File: src/rtl/mem_stage_lsu.sv
// rtl/mem_stage_lsu.sv - RV32I memory stage: load/store unit with req/ack data-memory port (optional LSU_MISALIGN_TRAP_EN)
module mem_stage_lsu #(
    parameter int XLEN = 32
) (
    input  logic            clk,
    input  logic            rst_n,
    input  logic            ex_valid,
    output logic            ex_ready,
    input  logic [31:0]     ex_instr,
    input  logic [XLEN-1:0] ex_result,
    input  logic            ex_rd_wr,
    input  logic [XLEN-1:0] ex_store_data,
    input  logic            flush,
    output logic            mem_req,
    output logic            mem_we,
    output logic [XLEN-1:0] mem_addr,
    output logic [3:0]      mem_be,
    output logic [XLEN-1:0] mem_wdata,
    input  logic            mem_ack,
    input  logic [XLEN-1:0] mem_rdata,
    output logic            wb_valid,
    output logic [4:0]      wb_rd,
    output logic            wb_rd_wr,
    output logic [XLEN-1:0] wb_data,
    output logic            wb_misalign
);

    localparam logic [6:0] OP_LOAD  = 7'b0000011;
    localparam logic [6:0] OP_STORE = 7'b0100011;

    typedef enum logic [0:0] {S_IDLE, S_WAIT} state_t;
    typedef enum logic [1:0] {SZ_B, SZ_H, SZ_W} size_t;

    state_t            state_q, state_d;
    logic              mem_req_q, mem_req_d;
    logic              mem_we_q, mem_we_d;
    logic [XLEN-1:0]   mem_addr_q, mem_addr_d;
    logic [3:0]        mem_be_q, mem_be_d;
    logic [XLEN-1:0]   mem_wdata_q, mem_wdata_d;
    logic              wb_valid_q, wb_valid_d;
    logic [4:0]        wb_rd_q, wb_rd_d;
    logic              wb_rd_wr_q, wb_rd_wr_d;
    logic [XLEN-1:0]   wb_data_q, wb_data_d;
    // Per-transaction context captured at accept, consumed at mem_ack
    logic [4:0]        rd_q, rd_d;
    logic              is_load_q, is_load_d;
    logic              unsigned_q, unsigned_d;
    size_t             size_q, size_d;
    logic [1:0]        lane_q, lane_d;
    logic              killed_q, killed_d;

    logic [6:0]        opcode;
    logic [2:0]        funct3;
    logic [4:0]        rd;
    logic              is_load;
    logic              is_store;
    logic              accept;
    size_t             size;
    logic [1:0]        lane;
    logic [3:0]        be;
    logic [XLEN-1:0]   wdata;
    logic [7:0]        ld_byte;
    logic [15:0]       ld_half;
    logic [XLEN-1:0]   ld_value;
    logic              unused_instr_bits;

    assign opcode   = ex_instr[6:0];
    assign rd       = ex_instr[11:7];
    assign funct3   = ex_instr[14:12];
    assign is_load  = (opcode == OP_LOAD);
    assign is_store = (opcode == OP_STORE);
    assign ex_ready = (state_q == S_IDLE);
    assign accept   = ex_valid & ex_ready & ~flush;
    assign unused_instr_bits = ^ex_instr[31:15];

`ifdef LSU_MISALIGN_TRAP_EN
    logic wb_misalign_q, wb_misalign_d;
    logic misaligned;
    assign misaligned  = ((size == SZ_H) && ex_result[0]) ||
                         ((size == SZ_W) && (ex_result[1:0] != 2'b00));
    assign wb_misalign = wb_misalign_q;
`else
    assign wb_misalign = 1'b0;
`endif

    // Access size and byte lane; undefined funct3 falls back to a word access
    always_comb begin
        size = SZ_W;
        if (is_load) begin
            case (funct3)
                3'b000, 3'b100: size = SZ_B;
                3'b001, 3'b101: size = SZ_H;
                default:        size = SZ_W;
            endcase
        end else begin
            case (funct3)
                3'b000:  size = SZ_B;
                3'b001:  size = SZ_H;
                default: size = SZ_W;
            endcase
        end
        case (size)
            SZ_B:    lane = ex_result[1:0];
            SZ_H:    lane = {ex_result[1], 1'b0};
            default: lane = 2'b00;
        endcase
    end

    // Store byte enables and lane-replicated write data
    always_comb begin
        case (size)
            SZ_B: begin
                be    = 4'b0001 << lane;
                wdata = {4{ex_store_data[7:0]}};
            end
            SZ_H: begin
                be    = 4'b0011 << lane;
                wdata = {2{ex_store_data[15:0]}};
            end
            default: begin
                be    = 4'b1111;
                wdata = ex_store_data;
            end
        endcase
    end

    // Extract and extend the load value from the returned word
    always_comb begin
        case (lane_q)
            2'd0:    ld_byte = mem_rdata[7:0];
            2'd1:    ld_byte = mem_rdata[15:8];
            2'd2:    ld_byte = mem_rdata[23:16];
            default: ld_byte = mem_rdata[31:24];
        endcase
        ld_half = lane_q[1] ? mem_rdata[31:16] : mem_rdata[15:0];
        case (size_q)
            SZ_B:    ld_value = {{24{ld_byte[7] & ~unsigned_q}}, ld_byte};
            SZ_H:    ld_value = {{16{ld_half[15] & ~unsigned_q}}, ld_half};
            default: ld_value = mem_rdata;
        endcase
    end

    // Next-state logic: IDLE accepts, WAIT holds the request until mem_ack
    always_comb begin
        state_d     = state_q;
        mem_req_d   = mem_req_q;
        mem_we_d    = mem_we_q;
        mem_addr_d  = mem_addr_q;
        mem_be_d    = mem_be_q;
        mem_wdata_d = mem_wdata_q;
        wb_valid_d  = 1'b0;
        wb_rd_d     = wb_rd_q;
        wb_rd_wr_d  = wb_rd_wr_q;
        wb_data_d   = wb_data_q;
        rd_d        = rd_q;
        is_load_d   = is_load_q;
        unsigned_d  = unsigned_q;
        size_d      = size_q;
        lane_d      = lane_q;
        killed_d    = killed_q;
`ifdef LSU_MISALIGN_TRAP_EN
        wb_misalign_d = 1'b0;
`endif
        case (state_q)
            S_IDLE: begin
                if (accept) begin
                    if (!(is_load || is_store)) begin
                        wb_valid_d = 1'b1;
                        wb_rd_d    = rd;
                        wb_rd_wr_d = ex_rd_wr & (rd != 5'd0);
                        wb_data_d  = ex_result;
`ifdef LSU_MISALIGN_TRAP_EN
                    end else if (misaligned) begin
                        wb_valid_d    = 1'b1;
                        wb_misalign_d = 1'b1;
                        wb_rd_d       = rd;
                        wb_rd_wr_d    = 1'b0;
                        wb_data_d     = ex_result;
`endif
                    end else begin
                        state_d     = S_WAIT;
                        mem_req_d   = 1'b1;
                        mem_we_d    = is_store;
                        mem_addr_d  = {ex_result[XLEN-1:2], 2'b00};
                        mem_be_d    = be;
                        mem_wdata_d = is_store ? wdata : '0;
                        rd_d        = rd;
                        is_load_d   = is_load;
                        unsigned_d  = funct3[2];
                        size_d      = size;
                        lane_d      = lane;
                        killed_d    = 1'b0;
                    end
                end
            end
            default: begin
                if (flush) begin
                    killed_d = 1'b1;
                end
                if (mem_ack) begin
                    state_d    = S_IDLE;
                    mem_req_d  = 1'b0;
                    mem_we_d   = 1'b0;
                    mem_be_d   = 4'b0000;
                    wb_valid_d = ~(killed_q | flush);
                    wb_rd_d    = rd_q;
                    wb_rd_wr_d = is_load_q & (rd_q != 5'd0);
                    if (is_load_q) begin
                        wb_data_d = ld_value;
                    end
                end
            end
        endcase
    end

    // State and output registers; reset abandons any open transaction
    always_ff @(posedge clk or negedge rst_n) begin
        if (!rst_n) begin
            state_q     <= S_IDLE;
            mem_req_q   <= 1'b0;
            mem_we_q    <= 1'b0;
            mem_addr_q  <= '0;
            mem_be_q    <= 4'b0000;
            mem_wdata_q <= '0;
            wb_valid_q  <= 1'b0;
            wb_rd_q     <= 5'd0;
            wb_rd_wr_q  <= 1'b0;
            wb_data_q   <= '0;
            rd_q        <= 5'd0;
            is_load_q   <= 1'b0;
            unsigned_q  <= 1'b0;
            size_q      <= SZ_W;
            lane_q      <= 2'b00;
            killed_q    <= 1'b0;
`ifdef LSU_MISALIGN_TRAP_EN
            wb_misalign_q <= 1'b0;
`endif
        end else begin
            state_q     <= state_d;
            mem_req_q   <= mem_req_d;
            mem_we_q    <= mem_we_d;
            mem_addr_q  <= mem_addr_d;
            mem_be_q    <= mem_be_d;
            mem_wdata_q <= mem_wdata_d;
            wb_valid_q  <= wb_valid_d;
            wb_rd_q     <= wb_rd_d;
            wb_rd_wr_q  <= wb_rd_wr_d;
            wb_data_q   <= wb_data_d;
            rd_q        <= rd_d;
            is_load_q   <= is_load_d;
            unsigned_q  <= unsigned_d;
            size_q      <= size_d;
            lane_q      <= lane_d;
            killed_q    <= killed_d;
`ifdef LSU_MISALIGN_TRAP_EN
            wb_misalign_q <= wb_misalign_d;
`endif
        end
    end

    assign mem_req   = mem_req_q;
    assign mem_we    = mem_we_q;
    assign mem_addr  = mem_addr_q;
    assign mem_be    = mem_be_q;
    assign mem_wdata = mem_wdata_q;
    assign wb_valid  = wb_valid_q;
    assign wb_rd     = wb_rd_q;
    assign wb_rd_wr  = wb_rd_wr_q;
    assign wb_data   = wb_data_q;

endmodule

File: config.mk
export PLATFORM = sky130hd
export DESIGN_NAME = mem_stage_lsu
export DESIGN_NICKNAME = d
export VERILOG_FILES = /design/src/rtl/mem_stage_lsu.sv
export SDC_FILE = /design/constraint.sdc
export NUM_CORES = 1
export LEC_CHECK = 0
export CORE_MARGIN = 2
export CORE_UTILIZATION = 35
export DETAILED_ROUTE_END_ITERATION = 6
export DONT_BUFFER_PORTS = 1
export PLACE_DENSITY = 0.49
export SYNTH_ARGS = -nofsm -noshare
export SYNTH_HDL_FRONTEND = slang
export SYNTH_SLANG_ARGS = --single-unit
File: constraint.sdc
create_clock -name clk -period 2.7 [get_ports clk]
set_clock_uncertainty 0.2 [all_clocks]
set_input_delay 0.54 -clock clk [delete_from_list [all_inputs] [get_ports clk]]
set_output_delay 0.54 -clock clk [all_outputs]
set_load 0.005 [all_outputs]
==> flow_metrics.py <==
metrics = {
    "sta": {
        "fin_ws_ps": 303,
        "finalSetupViolCount": 0,
        "fmax_ghz": 0.417,
        "finalMaxSlewViolations": 0,
        "fin_crit_sh_pct": 88.8,
        "whs_ps": -371,
        "rsz0062_at_grt": "no",
        "final.setup.tns_ps": 0,
        "fin_crit_ps": 2400,
        "hold_violations": 120,
        "slew_headroom_pct": 57.7,
        "tightest_slew_ps": 635,
    },
    "drt": {
        "ant_nets": 0,
        "vias_per_cell": 5.65,
        "drt-initial-drc-count": 236,
        "wl_per_cell_um": 21.3,
        "drc": 0,
        "vias": 5076,
        "wl_um": 19200,
        "first_pass_iters": 4,
    },
    "floorplan": {
        "die_h_um": 136,
        "io-pin-count": 245,
        "die_w_um": 136,
        "row_count": 48,
        "die-area_mm2": 0.0185,
        "core_area_mm2": 0.0172,
        "initial_core_util_pct": 35.6,
    },
    "layout": {
        "drive_gt1_share_pct": 11.1,
        "antenna_cells": 0,
        "areaGrowthSynthToFinish_pct": 14.7,
        "finalNetCount": 794,
    },
    "worst_setup_path": {
        "cp.arrival_ps": 2460,
        "end_kind": "flip-flop",
        "cp-start-kind": "flip-flop",
        "worst_ep_required_time_ps": 2770,
        "crit_type": "flip-flop to flip-flop",
        "crit_fanout": 48,
        "rr_worst_depth": 5,
    },
    "yosys": {
        "synth.top_cell.area_share_pct": 48.7,
        "ys_top_cells_by_count": "167 x nand2_1, 119 x dfrtp_1, 41 x clkbuf_1",
        "synth_flop_cell": "dfrtp_1",
        "synth.distinct_cells": 51,
        "avgSynthCellArea_um2": 9.06,
        "yosys.area_share.xor_xnor_pct": 0,
        "muxShareOfSynthArea_pct": 6.45,
        "synth_seq_area_share_pct": 49.1,
        "synth_fa_ha_area_share_pct": 0,
        "synth_seq_cells": 120,
        "synthCells": 675,
        "yosysTopAreaCell": "dfrtp_1",
        "async_reset_ff_share_pct": 100,
        "yosys.cell_count.top_type": "nand2_1",
        "synth_edf_count": 0,
        "synth_top_family_by_area": "simple AND/OR/NAND/NOR gates",
        "synthTopCellsByArea": "dfrtp_1 49%, nand2_1 10%, mux2i_1 4.4%, o31ai_1 3.1%, nand3_1 2.8%",
        "yosys_warnings": 0,
        "synth_area_mm2": 0.00611,
        "synth-simple-area-share_pct": 22.8,
        "synth_compound_area_share_pct": 17.0,
    },
    "outcome": {
        "status": "complete, but fails checks",
        "violations": "hold timing",
    },
    "pwr": {
        "p_int_mw": 3.87,
        "p_sw_mw": 1.16,
        "pwr-share-clk_pct": 51.4,
        "switching_share_pct": 23.1,
        "powerDensity_mw_per_mm2": 718,
        "seqPwrFrac_pct": 42.2,
        "p_total_mw": 5.03,
        "power_frac_comb_pct": 6.4,
        "p_leak_nw": 3.22,
        "vdd_drop_max_uv": 402,
    },
    "placed_design": {
        "hpwl_um": 13900,
        "numPortBuffers": 0,
        "dpl_worst_slack_ps": 65.3,
        "gp_congestion": 0.803,
    },
    "clocking": {
        "cts.clk_slew.worst_paths_ps": 50,
        "cts_root_buf": "clkbuf_16",
        "cts_made_buffers": 17,
        "cts_tree": "built",
        "clk_latency_ps": 410,
        "clk_path_buf_depth": 2,
        "post_cts_buffers": 0,
        "cts_htree_levels": 4,
        "holdBufCountCts": 2,
        "clock-sinks": 120,
    },
    "min_path": {
        "hp-class": "input port to asynchronous set/reset pin",
    },
    "global_route": {
        "antenna_found_initial": 0,
        "grt_max_degree": 121,
        "top_usage_layer": "met2",
        "grt_usage_pct": 20.9,
        "grt_pass1_wl_um": 29400,
        "grt_util_met2_pct": 32.3,
        "first_global_vias": 5099,
        "use_met1_pct": 25.7,
        "grt_use_met3_pct": 9.06,
        "grt-ovfl-total": 0,
    },
    "flow_run": {
        "drv_cap": 0,
    },
}
sequential cells by signal, summed over array words and instances (netlist names), 2 cells and up:
register	cells
mem_addr	30
rd_q	5
wb_data	32
mem_wdata	32
size_q	2
lane_q	2
wb_rd	5
mem_be	4
cell families (layout without fill, tap and decap cells):
logic type,count (synthesis),in the layout
AOI/OAI and AO/OA,153,153
buffers and inverters,64,60
and+or+nand+nor,300,300
muxes,37,37
DFF,120,120
other,1,3
what timing repair did:
action	4_1_cts	5_1_grt
endpoints found under the setup margin	0	18
hold endpoints to repair	122	120
gates resized for setup	0	1
stage by stage:
| step | area (µm²) | util, % | hold slack (ps) | cells |
|---|---|---|---|---|
| 2_1_floorplan | 6120 | - | 44.4 | 677 |
| 3_3_place_gp | 6310 | 36.7 | 49.6 | 864 |
| 3_5_place_dp | 6310 | 36.7 | 48.4 | 864 |
| 4_1_cts | 7000 | 40.8 | -396 | 898 |
| 5_1_grt | 7010 | 40.8 | -402 | 898 |
| 6_report | 7010 | 40.8 | -371 | 898 |
layout by cell type, fill, tap and decap left out, types with 11 or more instances in the layout:
cell type / synthesis / final
mux2i_1: 27 / 27
a21oi_1: 14 / 14
nand3_1: 34 / 33
a22oi_1: 21 / 21
nor2_1: 36 / 36
buf_4: 3 / 21
clkbuf_16: 0 / 17
o21ai_1: 12 / 12
o211ai_1: 11 / 11
o21ai_0: 26 / 26
o31ai_1: 25 / 25
nor2b_1: 22 / 22
dfrtp_1: 119 / 118
nand2_1: 167 / 167
power by group through the flow:
stage | sequential, mW | clock (mW) | combinational (mW)
CTS | 2.13 | 2.64 | 0.327
finish | 2.12 | 2.59 | 0.323
detailed placement | 2.16 | 0 | 0.323
global route | 2.15 | 2.74 | 0.372
floorplan | 2.10 | 0 | 0.279
global placement | 2.16 | 0 | 0.312
layout make-up:
class	count	area [µm²]
Clock buffer	22	484
Clock inverter	10	189
Fill cell	1725	10200
Inverter	5	18.8
Multi-Input combinational cell	493	2850
Sequential cell	120	3010
Tap cell	225	282
Timing Repair Buffer	23	178
worst paths after layout:
path                                 to     start  slack [ps]
setup / recovery            wb_data[20]   state_q         300
hold / removal             mem_addr[10]     rst_n        -370
setup reg to reg            wb_data[20]   state_q         300
hold reg to reg                killed_q  killed_q         300
max in group asynchronous     size_q[1]     rst_n        2460
min in group clk                state_q   mem_ack          20
routing by layer:
layer / share of wire (%) / routed length (µm) / vias to the layer above
li1: - / - / 2339
met1: 40 / 7640 / 2480
met2: 47 / 8970 / 229
met3: 11 / 2150 / 28
met4: 2.0 / 391 / 0
met5: 0 / 0 / -
critical path, cell delays in order (launching register included):
cell	delay, ps
dfrtp_2	350
buf_4	470
inv_1	100
or3_1	610
a22oi_1	390
o31ai_1	120
Power figures use the tool's default switching activity.
